**src/rtl/fp_writeback_scheduler.sv**
```systemverilog
// rtl/fp_writeback_scheduler.sv - writeback slot scheduler for the integer and FP issue pipes
//
// Grants issue to the integer and FP pipelines so that their results never
// collide on the shared writeback port. A shift-register reservation table
// tracks every in-flight op; slot 0 is the op writing back this cycle.
// Rollback of a thread squashes its younger in-flight entries.
//
// Optional feature macro: FP_SCHED_PERF_EN (integer collision stall counter).
//
// Ports:
//   clk_i                    clock
//   reset_i                  synchronous active-high reset
//   int_req_i / int_thread_idx_i   integer issue request and its thread
//   fp_req_i  / fp_thread_idx_i    FP issue request and its thread
//   int_grant_o / fp_grant_o       combinational issue grants
//   wb_rollback_en_i / wb_rollback_thread_idx_i   rollback of one thread
//   wb_slot_valid_o / wb_slot_is_fp_o / wb_slot_thread_idx_o   registered writeback slot
//   fp_pending_o             per-thread FP-in-flight flags (slot 0 excluded)
//   sched_int_stall_count_o  integer collision stall count (0 without FP_SCHED_PERF_EN)
module fp_writeback_scheduler #(
    parameter  int NUM_THREADS = 4,
    parameter  int FP_LATENCY  = 5,
    parameter  int INT_LATENCY = 1,
    localparam int TW          = (NUM_THREADS > 1) ? $clog2(NUM_THREADS) : 1
) (
    input  logic                   clk_i,
    input  logic                   reset_i,
    input  logic                   int_req_i,
    input  logic [TW-1:0]          int_thread_idx_i,
    input  logic                   fp_req_i,
    input  logic [TW-1:0]          fp_thread_idx_i,
    output logic                   int_grant_o,
    output logic                   fp_grant_o,
    input  logic                   wb_rollback_en_i,
    input  logic [TW-1:0]          wb_rollback_thread_idx_i,
    output logic                   wb_slot_valid_o,
    output logic                   wb_slot_is_fp_o,
    output logic [TW-1:0]          wb_slot_thread_idx_o,
    output logic [NUM_THREADS-1:0] fp_pending_o,
    output logic [31:0]            sched_int_stall_count_o
);

    typedef struct packed {
        logic          valid;
        logic          is_fp;
        logic [TW-1:0] thread;
    } entry_t;

    entry_t slot_q  [FP_LATENCY];
    entry_t slot_sq [FP_LATENCY];   // table after rollback squash
    entry_t slot_d  [FP_LATENCY];

    logic kill_int;
    logic kill_fp;
    logic int_collision;
    logic own_slot0;

    // Cycles since grant; a larger age means an older op.
    function automatic int entry_age(input entry_t e, input int idx);
        return e.is_fp ? (FP_LATENCY - idx) : (INT_LATENCY - idx);
    endfunction

    assign kill_int = wb_rollback_en_i && (wb_rollback_thread_idx_i == int_thread_idx_i);
    assign kill_fp  = wb_rollback_en_i && (wb_rollback_thread_idx_i == fp_thread_idx_i);

    // When slot 0 belongs to the rolled-back thread, only ops younger than it
    // are squashed; otherwise the rollback is older than everything in flight.
    assign own_slot0 = slot_q[0].valid && (slot_q[0].thread == wb_rollback_thread_idx_i);

    always_comb begin
        slot_sq[0] = slot_q[0];
        for (int i = 1; i < FP_LATENCY; i++) begin
            slot_sq[i] = slot_q[i];
            if (wb_rollback_en_i && slot_q[i].valid &&
                (slot_q[i].thread == wb_rollback_thread_idx_i)) begin
                if (!own_slot0 || (entry_age(slot_q[i], i) < entry_age(slot_q[0], 0))) begin
                    slot_sq[i] = '0;
                end
            end
        end
    end

    // The integer op lands in slot INT_LATENCY-1, which is fed from slot
    // INT_LATENCY of the squashed table; a squashed entry frees it at once.
    assign int_collision = slot_sq[INT_LATENCY].valid;
    assign fp_grant_o    = fp_req_i && !reset_i && !kill_fp;
    assign int_grant_o   = int_req_i && !reset_i && !kill_int && !int_collision;

    always_comb begin
        for (int i = 0; i < FP_LATENCY - 1; i++) begin
            slot_d[i] = slot_sq[i + 1];
        end
        slot_d[FP_LATENCY-1] = '0;
        if (fp_grant_o) begin
            slot_d[FP_LATENCY-1] = '{valid: 1'b1, is_fp: 1'b1, thread: fp_thread_idx_i};
        end
        if (int_grant_o) begin
            slot_d[INT_LATENCY-1] = '{valid: 1'b1, is_fp: 1'b0, thread: int_thread_idx_i};
        end
    end

    always_comb begin
        fp_pending_o = '0;
        for (int t = 0; t < NUM_THREADS; t++) begin
            for (int i = 1; i < FP_LATENCY; i++) begin
                if (slot_sq[i].valid && slot_sq[i].is_fp && (slot_sq[i].thread == TW'(t))) begin
                    fp_pending_o[t] = 1'b1;
                end
            end
        end
    end

    always_ff @(posedge clk_i) begin
        if (reset_i) begin
            for (int i = 0; i < FP_LATENCY; i++) begin
                slot_q[i] <= '0;
            end
        end else begin
            for (int i = 0; i < FP_LATENCY; i++) begin
                slot_q[i] <= slot_d[i];
            end
        end
    end

    assign wb_slot_valid_o      = slot_q[0].valid;
    assign wb_slot_is_fp_o      = slot_q[0].is_fp;
    assign wb_slot_thread_idx_o = slot_q[0].thread;

`ifdef FP_SCHED_PERF_EN
    logic [31:0] stall_count_q;

    always_ff @(posedge clk_i) begin
        if (reset_i) begin
            stall_count_q <= '0;
        end else if (int_req_i && !kill_int && int_collision) begin
            stall_count_q <= stall_count_q + 32'd1;
        end
    end

    assign sched_int_stall_count_o = stall_count_q;
`else
    assign sched_int_stall_count_o = '0;
`endif

endmodule

```
**config.mk**
```make
export PLATFORM = sky130hd
export DESIGN_NAME = fp_writeback_scheduler
export DESIGN_NICKNAME = d
export VERILOG_FILES = /design/src/rtl/fp_writeback_scheduler.sv
export SDC_FILE = /design/constraint.sdc
export NUM_CORES = 1
export LEC_CHECK = 0
export BUFFER_PORTS_ARGS = -buffer_cell sky130_fd_sc_hd__clkbuf_2
export CAP_MARGIN = 0
export CORE_ASPECT_RATIO = 0.5
export CORE_MARGIN = 2
export CORE_UTILIZATION = 30
export CTS_CLUSTER_DIAMETER = 150
export DETAILED_ROUTE_END_ITERATION = 7
export PLACE_DENSITY_LB_ADDON = 0.2
export SLEW_MARGIN = 25
export SYNTH_ARGS = -nofsm -noshare
export SYNTH_HDL_FRONTEND = slang
export SYNTH_SLANG_ARGS = --single-unit
```
**constraint.sdc**
```tcl
create_clock -name clk_i -period 4 [get_ports clk_i]
set_clock_uncertainty 0.15 [all_clocks]
set_input_delay 0.2 -clock clk_i [delete_from_list [all_inputs] [get_ports clk_i]]
set_output_delay 0.2 -clock clk_i [all_outputs]
set_load 0.03 [all_outputs]
```
# After elaboration in Yosys (flattened, before gate mapping)
# Memory sizes are Yosys's and may differ from the RTL's.
# Index checks and enable logic that the tools add are counted.
# word_totals
in_bits,11
latch_bits,0
out_inout_bits,42
n_memories,1
elab_cells,117
rom_bits,0
ff_bits,0
ram_bits,20
# memory_table
name,depth,word_bits,rd,rd_ports_with_merged_regs,write_ports,line_no,source
slot_q,5,4,5,0,5,49,entry_t slot_q [FP_LATENCY];
# op_classes
reduce_logical,49
muxes,39
eq_ne,19
multipliers,0
order_cmp,4
add_sub_neg,0
shifts,0
n_div,0
bitwise,5
# ops
operator,count
$mux 32,3
$lt 32x32->1,2
$mux 4,15
$logic_and 1x1->1,36
$lt 32x4->1,1
$lt 4x32->1,1
$mux 1,19
$eq 2x2->1 const B,8
$eq 2x2->1,7
$eq 2x1->1 const B,4
$logic_not 2->1,4
$mux 3,2
$logic_not 1->1,5
$or 1x1->1,5
$logic_or 1x1->1,4

# Longest topological paths before layout
# An unclocked memory read counts as a cell.
# logic_depth
word_depth,13
ltp_mapped,6

# Worst setup path after synthesis
# Ideal clock, no wire load.
# synth_path
path_kind,register to output
startpoint,memory slot_q[0][3] in the netlist's numbering
endpoint,output fp_pending_o[1]
arrival_time_ps,1619
t_required_ps,3650
slack_ps,2031
stages_incl_launch_ff,6
path_buffers,1
path_cell_list,dfxtp_1 > inv_1 > o41ai_4 > buf_2 > o21ai_0 > nand4_1
# synth_lines
element,line_no,source
start: declaration,49,
end: declaration,39,"output logic [NUM_THREADS-1:0] fp_pending_o,"

==> results by group <==
Cells and area
  – Number of diodes: 0
  – Largest registers: slot_q (16)
  – Final net count: 172
  – Max reg flops: 16
  – Biggest register: slot_q
  – Fin util: 32.3%
  – Proportion of layout cells with a drive suffix above 1: 19.4%
  – Finished Cell Area: 1270 sq um
  – Area Overhead vs Synth: 3.36%
  – Final std cells w/o fill: 214

STA
  – Final setup viols: 0
  – Max-slew violations: 0
  – Final hold slack: 32.1 ps
  – Final Cycle Share: between 60% and 70%
  – Hold violation count in the final report: 0
  – Post-route setup TNS: 0 ps
  – Setup ws final: 1430 ps
  – Tmin final: 2570 ps
  – Worst-Margin Slew: 967 ps
  – Slew headroom: 35.3%
  – RSZ-0062 raised after global routing: false
  – Peak Freq: slightly below 0.4 GHz

Worst setup path
  – CP cell instances: xor2_1 -> o41ai_4 -> o2111ai_1 -> nand4_1 -> clkbuf_2
  – Crit path DAT: 2220 ps
  – Crit path max fanout: 22
  – Startpoint types: flop
  – Reg2Reg Depth: 4
  – Slowest-stage cell, CP: o41ai_4
  – Crit path largest cell delay: 860 ps
  – Crit path required time: approximately 3700 ps
  – WS Path Type: flop to output pin
  – Setup crit end kind: output pin

Floorplan
  – Cell Rows: 16
  – Core area: 3920 sq um
  – Initial Util: 31.3%
  – Ports: between 50 and 60
  – DIE AREA: 4650 sq um
  – Die height: 49.2 microns
  – Die W: 94.5 microns

Power and ir drop
  – Internal power: between 200 and 300 uW
  – Total power: 414 uW
  – Cell Pwr Density: 326 nW/um^2
  – Sw frac: around a third
  – Reg power frac: 41.2%
  – Net Switching: 139 uW
  – Maximum VDD drop: about 97 uV
  – Clk pwr share: a little over a third
  – Comb power frac: 24.0%
  – Leak: 0.536 nW

Synthesis
  – Post-synth EDFFs: 0
  – Syn Inst Count: 145
  – Synth top cells by count: 35 x buf_4, 16 x dfxtp_1, 12 x xnor2_1
  – Synth top area cells: dfxtp_1 26%, buf_4 21%, xnor2_1 8.6%
  – Share of synthesized flip-flops with an asynchronous set or reset: 0%
  – Yosys Warn Count: 0
  – Post-synth top area share: 26.1%
  – Count leader, synth: buf_4
  – Top_reg_cell synth: dfxtp_1
  – Synth Area in XOR/XNOR: 9.99%
  – Seq/Total Area, Yosys: 26.1%
  – Register bit total from synthesis: 16
  – Post-synthesis compound-gate area fraction: approximately 17%
  – Yosys cell types: 27
  – Largest family of logic cells by synthesized area: buffers and inverters
  – Cell Area, Synth: 1230 sq um
  – Simple-gate share of the synthesized area: 20.1%
  – Syn_area_per_cell: 8.47 sq um
  – Most area-hungry cell type in the Yosys netlist: dfxtp_1
  – Adder-cell area share of the yosys netlist: 0%
  – Multiplexer share of the synthesized area: 0%

CTS
  – H-tree Lvls: 1
  – TritonCTS Sinks: 16
  – Clk_lat worst skew: between 200 and 300 ps
  – Max Root-Sink Buffers: 2
  – Root buf cell: clkbuf_8
  – CTS clock-pin slew for the worst setup and hold paths: 60 ps
  – Post-CTS Resized: 0
  – CTS tree: yes
  – Setup bufs post-CTS: 0
  – Post-CTS Hold Buffers: 0
  – Num CTS Buffers: 3

Route
  – Drt via density: 4.40
  – Post-DR wirelength/cell: ~10 microns
  – Iteration-0 DRC count of the detailed router: 46
  – DRC Markers: 0
  – WL final: 2.19 mm
  – Final ANT Viol Nets: 0
  – Vias: about 940
  – 1st-pass router iterations: 4

Placed design
  – I/O Buffers: 20
  – GPL Wtd Cong: 0.869
  – Inst Count DP: 210
  – Area post-placement: between 1000 and 1500 sq um
  – Place WS: roughly 1600 ps
  – Detailed placement HPWL: between 1.5 and 2 mm

GRT
  – GR Overflow Total: 0
  – Vias in the first global route: 809
  – Global-route wire length before repair: 3.65 mm
  – Largest net degree at the start of global routing: 23
  – Gr usage total: 10.0%
  – Antenna violations before repair: 0

Outcome
  – Outcome: finished clean

Run
  – Max Cap Violations: 0

Worst hold path
  – Worst hold path type: primary input to flop
  – Worst hold stages: 3
power by group through the flow:
stage	sequential (mW)	clock, mW	combinational [mW]
5_1_grt	0.171	0.156	0.107
2_1_floorplan	0.174	0	0.111
6_report	0.170	0.144	0.0993
3_5_place_dp	0.174	0	0.0990
4_1_cts	0.170	0.150	0.0993
3_3_place_gp	0.174	0	0.0988
layer usage:
metal / part of all wire, % / wire, microns / track usage (%) / up-vias
met5: 0 / 0 / 0 / -
met4: 1.5 / 33 / 3.62 / 0
met2: 44 / 969 / 16.8 / 46
met1: 47 / 1030 / 12.2 / 422
li1: - / - / - / 469
met3: 7.3 / 160 / 2.94 / 4
final timing paths:
| kind | startpoint | end | slack [ps] |
|---|---|---|---|
| setup / recovery | slot_q[0][0] | fp_pending_o[2] | 1430 |
| hold / removal | fp_req_i | slot_q[0][18] | 30 |
| setup reg to reg | slot_q[0][0] | slot_q[0][13] | 1980 |
| hold reg to reg | slot_q[0][12] | slot_q[0][8] | 390 |
worst max-delay path: cells and delay by family (launching register included):
family                 cells  cell delay (ps)
AO/OA/AOI/OAI              2             1120
XOR/XNOR                   1              180
buffers and inverters      1              210
flip-flops                 1              320
AND/OR/NAND/NOR            1              140
cell usage in the layout, fill, tap and decap left out, types with 3 or more instances in the layout:
cell type   n
conb_1     32
clkbuf_2   20
dfxtp_1    16
xnor2_1    12
nor2_1      9
o21ai_0     8
inv_1       7
o211ai_1    6
nor3b_2     6
nand3_1     4
and3_1      4
o2111ai_1   4
nand4_1     4
nand2_1     4
clkbuf_8    4
a311oi_1    3
nor3_1      3
o22ai_1     3
logic make-up (layout without fill, tap and decap cells):
kind of cell,after synthesis,after routing
and+or+nand+nor,40,40
AOI/OAI and AO/OA,27,27
DFF,16,16
buffers and inverters,47,31
other,1,32
xor gates and xnor gates,14,14
cell type report:
class	instances	area, sq um
Fill cell	431	2660
Multi-Input combinational cell	113	699
Sequential cell	16	320
Timing Repair Buffer	20	100
Tap cell	54	67.6
Clock buffer	4	55.1
Inverter	7	26.3
Power figures use the tool's default switching activity.
